--- src/rtl/fifo_rd_stream_pkg.sv ---
// Shared types and constants for the FIFO drain-side stream front-end.
package fifo_rd_stream_pkg;

    typedef enum logic {
        PKT_IDLE = 1'b0,
        PKT_BODY = 1'b1
    } pkt_state_e;

    localparam int OCC_W = 2;

endpackage

--- src/rtl/stream_skid2.sv ---
// Two-entry valid/ready skid buffer: push captures din at the tail, pop retires the head.
module stream_skid2
    import fifo_rd_stream_pkg::*;
#(
    parameter int WIDTH = 8
) (
    input  logic             clk,
    input  logic             rst,
    input  logic             clr,
    input  logic             push,
    input  logic [WIDTH-1:0] din,
    input  logic             pop,
    output logic [OCC_W-1:0] occ,
    output logic [WIDTH-1:0] dout
);

    logic [WIDTH-1:0] head_r;
    logic [WIDTH-1:0] tail_r;
    logic [OCC_W-1:0] occ_r;
    logic             pop_s;
    logic             push_s;

    // Ignore pops from an empty buffer and pushes that would overflow it.
    assign pop_s  = pop & (occ_r != OCC_W'(0));
    assign push_s = push & ((occ_r != OCC_W'(2)) | pop_s);

    // Head always holds the oldest entry; tail is only meaningful at occupancy 2.
    always_ff @(posedge clk) begin
        if (rst) begin
            head_r <= '0;
            tail_r <= '0;
            occ_r  <= '0;
        end else if (clr) begin
            occ_r <= '0;
        end else begin
            case ({push_s, pop_s})
                2'b10: begin
                    if (occ_r == OCC_W'(0)) begin
                        head_r <= din;
                    end else begin
                        tail_r <= din;
                    end
                    occ_r <= occ_r + OCC_W'(1);
                end
                2'b01: begin
                    head_r <= tail_r;
                    occ_r  <= occ_r - OCC_W'(1);
                end
                2'b11: begin
                    if (occ_r == OCC_W'(2)) begin
                        head_r <= tail_r;
                        tail_r <= din;
                    end else begin
                        head_r <= din;
                    end
                end
                default: begin
                    occ_r <= occ_r;
                end
            endcase
        end
    end

    assign occ  = occ_r;
    assign dout = head_r;

endmodule

--- src/rtl/fifo_rd_stream.sv ---
// Drains a 1-cycle-latency FIFO into a valid/ready stream framed into fixed-length packets.
module fifo_rd_stream
    import fifo_rd_stream_pkg::*;
#(
    parameter int WIDTH    = 8,
    parameter int PKTLEN_W = 8,
    parameter int PKTCNT_W = 16
) (
    input  logic                clk,
    input  logic                rst,
    input  logic                enable,
    input  logic                flush,
    input  logic [PKTLEN_W-1:0] pktlen,
    input  logic                notempty,
    input  logic [WIDTH-1:0]    fifodout,
    output logic                fiford,
    output logic                fifoflsh,
    output logic                m_valid,
    output logic [WIDTH-1:0]    m_data,
    output logic                m_last,
    input  logic                m_ready,
    output logic [PKTCNT_W-1:0] pkt_cnt,
    output logic                idle
);

    logic [OCC_W-1:0]    occ_s;
    logic                inflight_r;
    pkt_state_e          state_r;
    logic [PKTLEN_W-1:0] beat_cnt_r;
    logic [PKTLEN_W-1:0] plen_r;
    logic [PKTCNT_W-1:0] pkt_cnt_r;
    logic [PKTLEN_W-1:0] plen_eff_s;
    logic                pop_s;
    logic                capture_s;
    logic                room_s;
    logic                last_s;

    assign pop_s     = m_valid & m_ready;
    // A read may issue when the buffer plus the in-flight word leaves a slot, or one is freed now.
    assign room_s    = ((occ_s + OCC_W'(inflight_r)) < OCC_W'(2)) | pop_s;
    assign fiford    = ~rst & enable & notempty & ~flush & room_s;
    assign fifoflsh  = flush;
    assign capture_s = inflight_r & ~flush;

    assign m_valid    = (occ_s != OCC_W'(0));
    assign idle       = (occ_s == OCC_W'(0)) & ~inflight_r;
    assign plen_eff_s = (pktlen == '0) ? PKTLEN_W'(1) : pktlen;
    assign last_s     = (state_r == PKT_IDLE) ? (plen_eff_s == PKTLEN_W'(1))
                                              : (beat_cnt_r == plen_r - PKTLEN_W'(1));
    assign m_last     = m_valid & last_s;
    assign pkt_cnt    = pkt_cnt_r;

    stream_skid2 #(
        .WIDTH (WIDTH)
    ) u_skid (
        .clk  (clk),
        .rst  (rst),
        .clr  (flush),
        .push (capture_s),
        .din  (fifodout),
        .pop  (pop_s),
        .occ  (occ_s),
        .dout (m_data)
    );

    // Tracks whether the FIFO read data is valid this cycle.
    always_ff @(posedge clk) begin
        if (rst) begin
            inflight_r <= 1'b0;
        end else if (flush) begin
            inflight_r <= 1'b0;
        end else begin
            inflight_r <= fiford;
        end
    end

    // Packet framing: length is latched on the first beat so mid-packet pktlen edits wait.
    always_ff @(posedge clk) begin
        if (rst) begin
            state_r    <= PKT_IDLE;
            beat_cnt_r <= '0;
            plen_r     <= '0;
            pkt_cnt_r  <= '0;
        end else if (flush) begin
            state_r    <= PKT_IDLE;
            beat_cnt_r <= '0;
        end else if (pop_s) begin
            case (state_r)
                PKT_IDLE: begin
                    plen_r <= plen_eff_s;
                    if (plen_eff_s == PKTLEN_W'(1)) begin
                        pkt_cnt_r <= pkt_cnt_r + PKTCNT_W'(1);
                    end else begin
                        beat_cnt_r <= PKTLEN_W'(1);
                        state_r    <= PKT_BODY;
                    end
                end
                PKT_BODY: begin
                    if (last_s) begin
                        pkt_cnt_r  <= pkt_cnt_r + PKTCNT_W'(1);
                        beat_cnt_r <= '0;
                        state_r    <= PKT_IDLE;
                    end else begin
                        beat_cnt_r <= beat_cnt_r + PKTLEN_W'(1);
                    end
                end
                default: begin
                    beat_cnt_r <= '0;
                    state_r    <= PKT_IDLE;
                end
            endcase
        end else begin
            state_r <= state_r;
        end
    end

endmodule

--- config.mk ---
export PLATFORM = sky130hd
export DESIGN_NAME = fifo_rd_stream
export DESIGN_NICKNAME = d
export VERILOG_FILES = /design/src/rtl/fifo_rd_stream_pkg.sv /design/src/rtl/stream_skid2.sv /design/src/rtl/fifo_rd_stream.sv
export SDC_FILE = /design/constraint.sdc
export NUM_CORES = 1
export LEC_CHECK = 0
export CORE_ASPECT_RATIO = 0.5
export CORE_MARGIN = 8
export CORE_UTILIZATION = 53
export CTS_CLUSTER_DIAMETER = 50
export DETAILED_ROUTE_END_ITERATION = 6
export PLACE_DENSITY = 0.87
export SYNTH_ARGS = -nofsm -noshare
export SYNTH_HDL_FRONTEND = slang
export SYNTH_HIERARCHICAL = 1
export SYNTH_SLANG_ARGS = --single-unit
--- constraint.sdc ---
create_clock -name clk -period 3.5 [get_ports clk]
set_clock_uncertainty 0.05 [all_clocks]
set_input_delay 1.05 -clock clk [delete_from_list [all_inputs] [get_ports clk]]
set_output_delay 1.05 -clock clk [all_outputs]
set_load 0.01 [all_outputs]
==> flow_metrics.tcl, run 1 <==
set metrics [dict create \
    ys_seq_area_frac 0.359 \
    synth_edf_count 0 \
    hold_viol_final 0 \
    ys_types 57 \
    netlist.area_leader.share 0.359 \
    holdBufCountCts 0 \
    fin_tns_setup_ps 0 \
    fp-row-count 19 \
    synthFlopType "dfxtp_1" \
    dpl.hpwl_mm 5.27 \
    critPathKind "input pin to output port" \
    viasPerCell 5.78 \
    syn-num-nets 358 \
    hp-class "flip-flop to flip-flop" \
    cts_tree "yes" \
    cap_violations 0 \
    synth_xor_area_frac 0.0544 \
    io_buffers 50 \
    synth.avg_cell_area_um2 8.70 \
    worstHoldStart "u_skid/tail_r[7]" \
    async_flop_share 0 \
    arrival_ps 2330 \
    yosys.area_share.simple 0.256 \
    leakage_nw 1.24 \
    cts.path.max_buffers 2 \
    synth_commonest_cells "dfxtp_1 (52), nand2b_1 (26), nand2_1 (25)" \
    cts_buffers 5 \
    drtIter0Drc 213 \
    worstSkewPairLatency_ps 300 \
    gp_congestion 0.858 \
    core_um2 5370 \
    clk_pin_slew_ps 90 \
    synth_area_um2 2900 \
    slew_headroom 0.625 \
    cp_data_required_time_ps 2400 \
    grt_use_total 0.178 \
    n_antenna_cell 0 \
    synth.top_cells.by_area "dfxtp_1 (36%), nand2b_1 (5.6%), a21oi_1 (4.0%), xor2_1 (3.6%), mux2i_1 (3.5%)" \
    min_period_ps 3430 \
    drive_gt1_frac 0.113 \
    rsz0062_at_grt "no" \
    yosys_warnings 6 \
    vdd_ir_drop_max_mv 0.154 \
    nets 413 \
    synth_compound_area_frac 0.225 \
    syn_to_final_growth_pct 24.4 \
    die_x_um 121 \
    cp-start-kind "input pin" \
    final_util 0.671 \
    initial_core_util 0.539 \
    cts.htree.levels 2 \
    ios 51 \
    synth_top_family_by_area "simple AND/OR/NAND/NOR gates" \
    status "completed" \
    crit_path_end_kind "output port" \
    root_buffer "clkbuf_8" \
    yosys.cell_count.top_type "dfxtp_1" \
    drcViolationCount 0 \
    power_density_nw_per_um2 281 \
    wl_per_cell_um 15.4 \
    grt_pass1_wl_mm 12.0 \
    worst_pin_slew_ps 562 \
    rr_startpoint "plen_r[0]" \
    max_freq_mhz 292 \
    vias 2670 \
    yosys_register_bits 52 \
    setup_viol 0 \
    wirelength_mm 7.11 \
    cts.sinks 52 \
    grt_pass1_vias 2619 \
    synth_fa_ha_area_frac 0.0130 \
    grt_max_degree 55 \
    crit_fanout 12 \
    syn_inst 333 \
    dieArea_um2 8230 \
    die_h_um 68.3 \
    startpoint "flush" \
    ant_nets 0 \
    antenna_found_initial 0 \
    drt_first_pass_iters 4 \
    overflow 0 \
    synthMuxAreaShare 0.0384 \
    drv_slew 0 \
    yosysTopAreaCell "dfxtp_1" \
    timing.final.crit_share 0.979 \
]
## metrics by stage
| stage | power [W] | instances | hold WS, ps | setup WS, ps | cell area (um2) |
|---|---|---|---|---|---|
| after floorplan | 0.000635 | 333 | 398 | 73.9 | 2900 |
| after CTS | 0.00102 | 462 | 436 | -48.7 | 3600 |
| after detailed placement | 0.000679 | 453 | 418 | -762 | 3500 |
| after global placement | 0.000676 | 453 | 410 | -769 | 3500 |
| final | 0.00101 | 462 | 433 | 74.2 | 3600 |
| after global routing | 0.00105 | 462 | 461 | 8.32 | 3600 |
## registers in the layout, summed over array words and instances (netlist names)
signal         count
inflight_r         1
u_skid/tail_r      8
state_r            1
u_skid/dout        8
pkt_cnt           16
beat_cnt_r         8
u_skid/occ         2
plen_r             8
## cell type report
class / instances / area [um2]
fill: 467 / 1770
multi-input combinational: 253 / 1720
sequential: 52 / 1040
timing repair buffer: 69 / 632
tap: 73 / 91.3
clock buffer: 8 / 90.1
inverter: 7 / 26.3
## layer usage
| metal | share of wire | track usage |
|---|---|---|
| met2 | 0.51 | 0.331 |
| met5 | 0 | 0 |
| met4 | 0.0030 | 0.0478 |
| met3 | 0.055 | 0.0420 |
| met1 | 0.43 | 0.205 |
## cells by family after synthesis
logic type               Yosys count
AO/OA/AOI/OAI                     91
buffers and inverters             28
multiplexers                      11
adder cells (fa/ha/maj)            3
XOR/XNOR                          18
flip-flops                        52
AND/OR/NAND/NOR                  130
## cell usage in the layout, fill, tap and decap left out, types with 9 or more instances in the layout
cell type,count
nor2_1,15
a311oi_1,9
a21oi_1,23
xor2_1,12
a211oi_1,10
nand3_1,16
nand2b_1,26
buf_4,19
o21ai_0,17
clkdlybuf4s50_1,44
mux2i_1,10
dfxtp_1,52
nand2_1,25
## timing repair
action,in CTS,in global routing
pin swaps,3,1
setup buffers,1,0
gates resized for setup,22,2
setup endpoints to repair,1,2
## critical path: stages
cell and delay (ps):
clkdlybuf4s50_1 500, buf_4 210, clkdlybuf4s50_1 560
## report_power, final
part           total [W]  switching [W]  internal [W]  leakage, nW
Combinational  0.0000707      0.0000321     0.0000386        0.771
Clock           0.000347       0.000185      0.000162       0.0455
Sequential      0.000594     0.00000163      0.000593        0.419
Total            0.00101       0.000219      0.000793         1.24
## path summary, 6_finish.rpt
| kind | end | slack, ps | cells past startpoint |
|---|---|---|---|
| worst max-delay path | fifoflsh | 70 | 3 |
| worst min-delay path | u_skid/tail_r[7] | 430 | 2 |
| worst max register to register | pkt_cnt[7] | 660 | 12 |
| worst min register to register | u_skid/tail_r[7] | 430 | 2 |
No activity file was read; power rests on OpenSTA's default activity.
==> inputs of run 2 (changes only) <==
--- a/config.mk
+++ b/config.mk
@@ -7,10 +7,12 @@
 export LEC_CHECK = 0
 export CORE_ASPECT_RATIO = 0.5
 export CORE_MARGIN = 8
-export CORE_UTILIZATION = 53
+export CORE_UTILIZATION = 31
 export CTS_CLUSTER_DIAMETER = 50
+export CTS_CLUSTER_SIZE = 25
 export DETAILED_ROUTE_END_ITERATION = 6
-export PLACE_DENSITY = 0.87
+export PLACE_DENSITY = 0.59
+export REMOVE_ABC_BUFFERS = 1
 export SYNTH_ARGS = -nofsm -noshare
 export SYNTH_HDL_FRONTEND = slang
 export SYNTH_HIERARCHICAL = 1
==> run 2 against run 1 <==
Effect of this change:
- final cell count up 11%
- register-to-register slack worse by 30 ps
- non-clock buffer count up 5
- setup slack worse by 25 ps
- wire length up 1.9%
- die area up 57%
- flip-flop and latch count unchanged
- sequential power about the same
- combinational power up 4.7%
- worst hold slack worse by 8.2 ps
- sequential share of layout area down 1.2 points
- clock power up 48%
- critical endpoint is now m_last
- largest cell class unchanged
- highest routed layer unchanged
==> flow_metrics.tcl, run 2 (synthesis gave the netlist of run 1 again) <==
set metrics [dict create \
    p_int_w 0.000905 \
    design_area_um2 3750 \
    cp_data_required_time_ps 2400 \
    rr_startpoint "plen_r[0]" \
    p_sw_frac 0.235 \
    core_um2 9260 \
    worstSkewPairLatency_ps 300 \
    hold_viol_final 0 \
    holdPathStages 2 \
    n_fill_cell 942 \
    gp_congestion 0.739 \
    max_freq_mhz 290 \
    drcViolationCount 0 \
    slew_headroom 0.582 \
    grt_pass1_vias 2494 \
    holdBufCountCts 0 \
    placed_cell_area_um2 3590 \
    reg2reg_slack_ps 630 \
    vias 2550 \
    cts.path.max_buffers 2 \
    leakage_nw 1.27 \
    critPathKind "input pin to output port" \
    p_sw_w 0.000278 \
    worstPathCellList "buf_6 > or4_4 > nor4_4 > buf_4 > nor2b_4 > o21a_1 > buf_2" \
    vdd_ir_drop_max_mv 0.177 \
    final_cell_mix "dfxtp_1 (52), clkdlybuf4s50_1 (44), nand2b_1 (26)" \
    cts.sinks 52 \
    whs_endpoint "plen_r[7]" \
    cpPeakStageDelay_ps 530 \
    io_buffers 50 \
    cts_buffers 5 \
    setup_viol 0 \
    hp-class "flip-flop to flip-flop" \
    drv_slew 0 \
    dpl.hpwl_mm 5.17 \
    grt_use_total 0.114 \
    ant_nets 0 \
    root_buffer "clkbuf_16" \
    crit_slowest_cell "or4_4" \
    nets 418 \
    p_clk_frac 0.435 \
    clk_pin_slew_ps 70 \
    antenna_found_initial 0 \
    final_common_cell "dfxtp_1" \
    comb_power_share 0.063 \
    rr_endpoint "pkt_cnt[10]" \
    fp-row-count 25 \
    cts.htree.levels 2 \
    final_util 0.406 \
    arrival_ps 2350 \
    drt_first_pass_iters 4 \
    worstHoldStart "plen_r[7]" \
    dp_cells 506 \
    ff2ff_path_depth 10 \
    largest_register_ffs 16 \
    status "completed" \
    min_period_ps 3450 \
    viasPerCell 4.95 \
    initial_core_util 0.313 \
    crit_path_end_kind "output port" \
    dieArea_um2 12900 \
    timing.final.crit_share 0.986 \
    power_density_nw_per_um2 315 \
    final_cells 515 \
    drtIter0Drc 148 \
    die_x_um 153 \
    n_antenna_cell 0 \
    cts_tree "yes" \
    wirelength_mm 7.24 \
    wl_per_cell_um 14.1 \
    overflow 0 \
    cp-start-kind "input pin" \
    p_seq_frac 0.502 \
    rsz0062_at_grt "no" \
    worst_pin_slew_ps 627 \
    ios 51 \
    die_h_um 84.4 \
    crit_fanout 2 \
    drive_gt1_frac 0.132 \
    grt_max_degree 55 \
    cap_violations 0 \
    grt_pass1_wl_mm 12.4 \
    syn_to_final_growth_pct 29.6 \
]
-- run 2: critical path, delay by kind of cell --
family / cells / cell delay [ps]
buffers and inverters: 3 / 380
AND/OR/NAND/NOR: 3 / 800
AO/OA/AOI/OAI: 1 / 110
-- run 2: worst max-delay path by stage --
stage	startpoint	end	slack (ps)	cells after the start
after floorplan	pktlen[4]	m_last	-10	4
after global placement	pktlen[4]	m_last	-790	7
after detailed placement	pktlen[4]	m_last	-780	7
after CTS	pktlen[6]	m_last	-90	7
after global routing	pktlen[6]	m_last	6	7
final	pktlen[6]	m_last	50	7
-- run 2: final cells by class --
| type | instances | area (um2) | share of cell area |
|---|---|---|---|
| Clock buffer | 5 | 125 | 0.0333 |
| Clock inverter | 3 | 26.3 | 0.00700 |
| Inverter | 7 | 26.3 | 0.00700 |
| Multi-Input combinational cell | 253 | 1720 | 0.459 |
| Sequential cell | 52 | 1040 | 0.277 |
| Tap cell | 121 | 151 | 0.0403 |
| Timing Repair Buffer | 74 | 662 | 0.176 |
-- run 2: through the flow --
step	total power, W	setup TNS (ps)	setup WS (ps)	hold WS [ps]
global placement	0.000682	-2410	-794	410
detailed placement	0.000682	-2330	-780	414
global route	0.00123	0	6.46	465
finish	0.00118	0	49.4	425
CTS	0.00120	-88.0	-88.0	427
floorplan	0.000627	-14.5	-14.5	392
-- run 2: timing repair --
item                                    in CTS  in global routing
pin swaps                                    3                  1
gates resized for setup                     22                  2
buffers inserted                             1                  0
endpoints found under the setup margin       1                  2
-- run 2: power by group through the flow --
stage	Sequential, W	Combinational, W	Clock (W)
2_1_floorplan	0.000609	0.0000185	0
3_3_place_gp	0.000608	0.0000737	0
3_5_place_dp	0.000608	0.0000735	0
4_1_cts	0.000594	0.0000741	0.000530
5_1_grt	0.000595	0.0000807	0.000550
6_report	0.000594	0.0000740	0.000515
-- run 2: metal layers --
layer / vias to the layer above / track usage / wire, um
met5: - / 0 / 0
met4: 0 / 0.0348 / 57
met3: 4 / 0.0297 / 259
met2: 38 / 0.187 / 3320
met1: 1170 / 0.144 / 3610
li1: 1338 / - / -
==> inputs of run 3 (changes only) <==
--- a/config.mk
+++ b/config.mk
@@ -8,6 +8,7 @@
 export CORE_ASPECT_RATIO = 0.5
 export CORE_MARGIN = 8
 export CORE_UTILIZATION = 31
+export CTS_BUF_LIST = sky130_fd_sc_hd__clkbuf_4
 export CTS_CLUSTER_DIAMETER = 50
 export CTS_CLUSTER_SIZE = 25
 export DETAILED_ROUTE_END_ITERATION = 6
==> constraint.sdc (replaced) <==
create_clock -name clk -period 4.1 [get_ports clk]
set_clock_uncertainty 0.05 [all_clocks]
set_input_delay 1.23 -clock clk [delete_from_list [all_inputs] [get_ports clk]]
set_output_delay 1.23 -clock clk [all_outputs]
set_load 0.01 [all_outputs]
==> run 3 against run 2 <==
Effect of this change:
- via count rose by 0.94%
- final cell count fell by 1.6%
- first-iteration DRC count rose by 44%
- global-route usage fell by 0.089 points
- largest cell class unchanged
- sequential power fell by 14%
- critical path depth did not move
- largest power group unchanged
==> flow_metrics.tcl, run 3 (synthesis gave the netlist of run 1 again) <==
set metrics [dict create \
    leakage_nw 1.19 \
    pre_cts_slack_ps -549 \
    p_sw_w 0.000203 \
    gp_congestion 0.730 \
    whs_endpoint "u_skid/tail_r[4]" \
    dpl.hpwl_mm 5.10 \
    drcViolationCount 0 \
    worstSkewPairLatency_ps 390 \
    grt_pass1_wl_mm 12.2 \
    cts.htree.levels 2 \
    die_h_um 84.4 \
    final_cell_mix "dfxtp_1 (52), clkdlybuf4s50_1 (44), nand2b_1 (26)" \
    crit_fanout 2 \
    slew_headroom 0.516 \
    io_buffers 50 \
    n_antenna_cell 0 \
    root_buffer "clkbuf_4" \
    worst_pin_slew_ps 720 \
    syn_to_final_growth_pct 24.1 \
    cts_tree "yes" \
    clk_pin_slew_ps 140 \
    final_util 0.388 \
    fin_tns_setup_ps 0 \
    fin_ws_ps 121 \
    dieArea_um2 12900 \
    timing.final.crit_share 0.971 \
    min_period_ps 3980 \
    drive_gt1_frac 0.101 \
    status "completed" \
    wl_per_cell_um 14.3 \
    p_int_w 0.000604 \
    rr_endpoint "pkt_cnt[8]" \
    cp_data_required_time_ps 2820 \
    ios 51 \
    nets 410 \
    dp_cells 498 \
    wirelength_mm 7.26 \
    hold-worst-slack_ps 433 \
    cts.sinks 52 \
    vdd_ir_drop_max_mv 0.105 \
    grt_max_degree 55 \
    ant_nets 0 \
    comb_power_share 0.076 \
    holdBufCountCts 0 \
    max_freq_mhz 251 \
    p_clk_frac 0.294 \
    arrival_ps 2700 \
    final_cells 507 \
    hp-class "flip-flop to flip-flop" \
    cp-start-kind "input pin" \
    vias 2574 \
    power_density_nw_per_um2 225 \
    die_x_um 153 \
    drt_first_pass_iters 4 \
    largest_register_ffs 16 \
    ff2ff_path_depth 10 \
    p_sw_frac 0.252 \
    worstHoldStart "u_skid/tail_r[4]" \
    hold_viol_final 0 \
    viasPerCell 5.08 \
    cap_violations 0 \
    cts_buffers 5 \
    reg2reg_slack_ps 1020 \
    overflow 0 \
    setup_viol 0 \
    initial_core_util 0.313 \
    rr_startpoint "plen_r[0]" \
    p_seq_frac 0.630 \
    core_um2 9260 \
    critPathKind "input pin to output port" \
    drv_slew 0 \
    grt_use_total 0.113 \
    holdPathStages 2 \
    antenna_found_initial 0 \
    fp-row-count 25 \
    crit_path_end_kind "output port" \
    grt_pass1_vias 2392 \
    drtIter0Drc 213 \
    rsz0062_at_grt "no" \
    cts.path.max_buffers 2 \
    final_common_cell "dfxtp_1" \
]
-- run 3: area by class of cell --
cell class | instances | area, um2
clock buffer | 5 | 37.5
clock inverter | 3 | 13.8
inverter | 7 | 26.3
tap | 121 | 151
timing repair buffer | 66 | 606
sequential | 52 | 1040
multi-input combinational | 253 | 1720
fill | 969 | 5660
-- run 3: critical path, stage by stage --
cell and delay (ps):
dlygate4sd2_1 240, or4_4 540, nor4_4 130, buf_4 160, nor2b_4 150, o21a_1 120, buf_2 130
-- run 3: stage by stage --
step                      power, W  instance area (um2)
after global placement    0.000581                 3530
after global routing      0.000848                 3600
after floorplan           0.000535                 2770
after CTS                 0.000820                 3580
final                     0.000807                 3600
after detailed placement  0.000581                 3530
-- run 3: layer usage --
metal	up-vias	wire length, um	global-route usage
met1	1214	3720	0.149
met4	0	76	0.0374
met5	-	0	0
met2	27	3250	0.178
li1	1326	-	-
met3	7	209	0.0272
-- run 3: timing repair --
| item | in CTS | in global routing |
|---|---|---|
| setup buffers | 0 | 1 |
| pin swaps | 2 | 2 |
| endpoints found under the setup margin | 1 | 1 |
| gates resized for setup | 11 | 1 |
| gates cloned | 0 | 0 |
-- run 3: worst max-delay path by stage --
stage | start | to | slack, ps | cells past startpoint
after floorplan | pktlen[4] | m_last | 230 | 4
after global placement | pktlen[4] | m_last | -560 | 7
after detailed placement | pktlen[4] | m_last | -550 | 7
after CTS | pktlen[6] | m_last | 30 | 7
after global routing | pktlen[4] | m_last | 50 | 7
final | pktlen[4] | m_last | 120 | 7
-- run 3: power by group through the flow --
stage	Combinational, W	Clock [W]	Sequential [W]
6_report	0.0000615	0.000237	0.000509
5_1_grt	0.0000667	0.000272	0.000509
4_1_cts	0.0000613	0.000250	0.000509
3_5_place_dp	0.0000618	0	0.000519
3_3_place_gp	0.0000617	0	0.000519
2_1_floorplan	0.0000158	0	0.000520
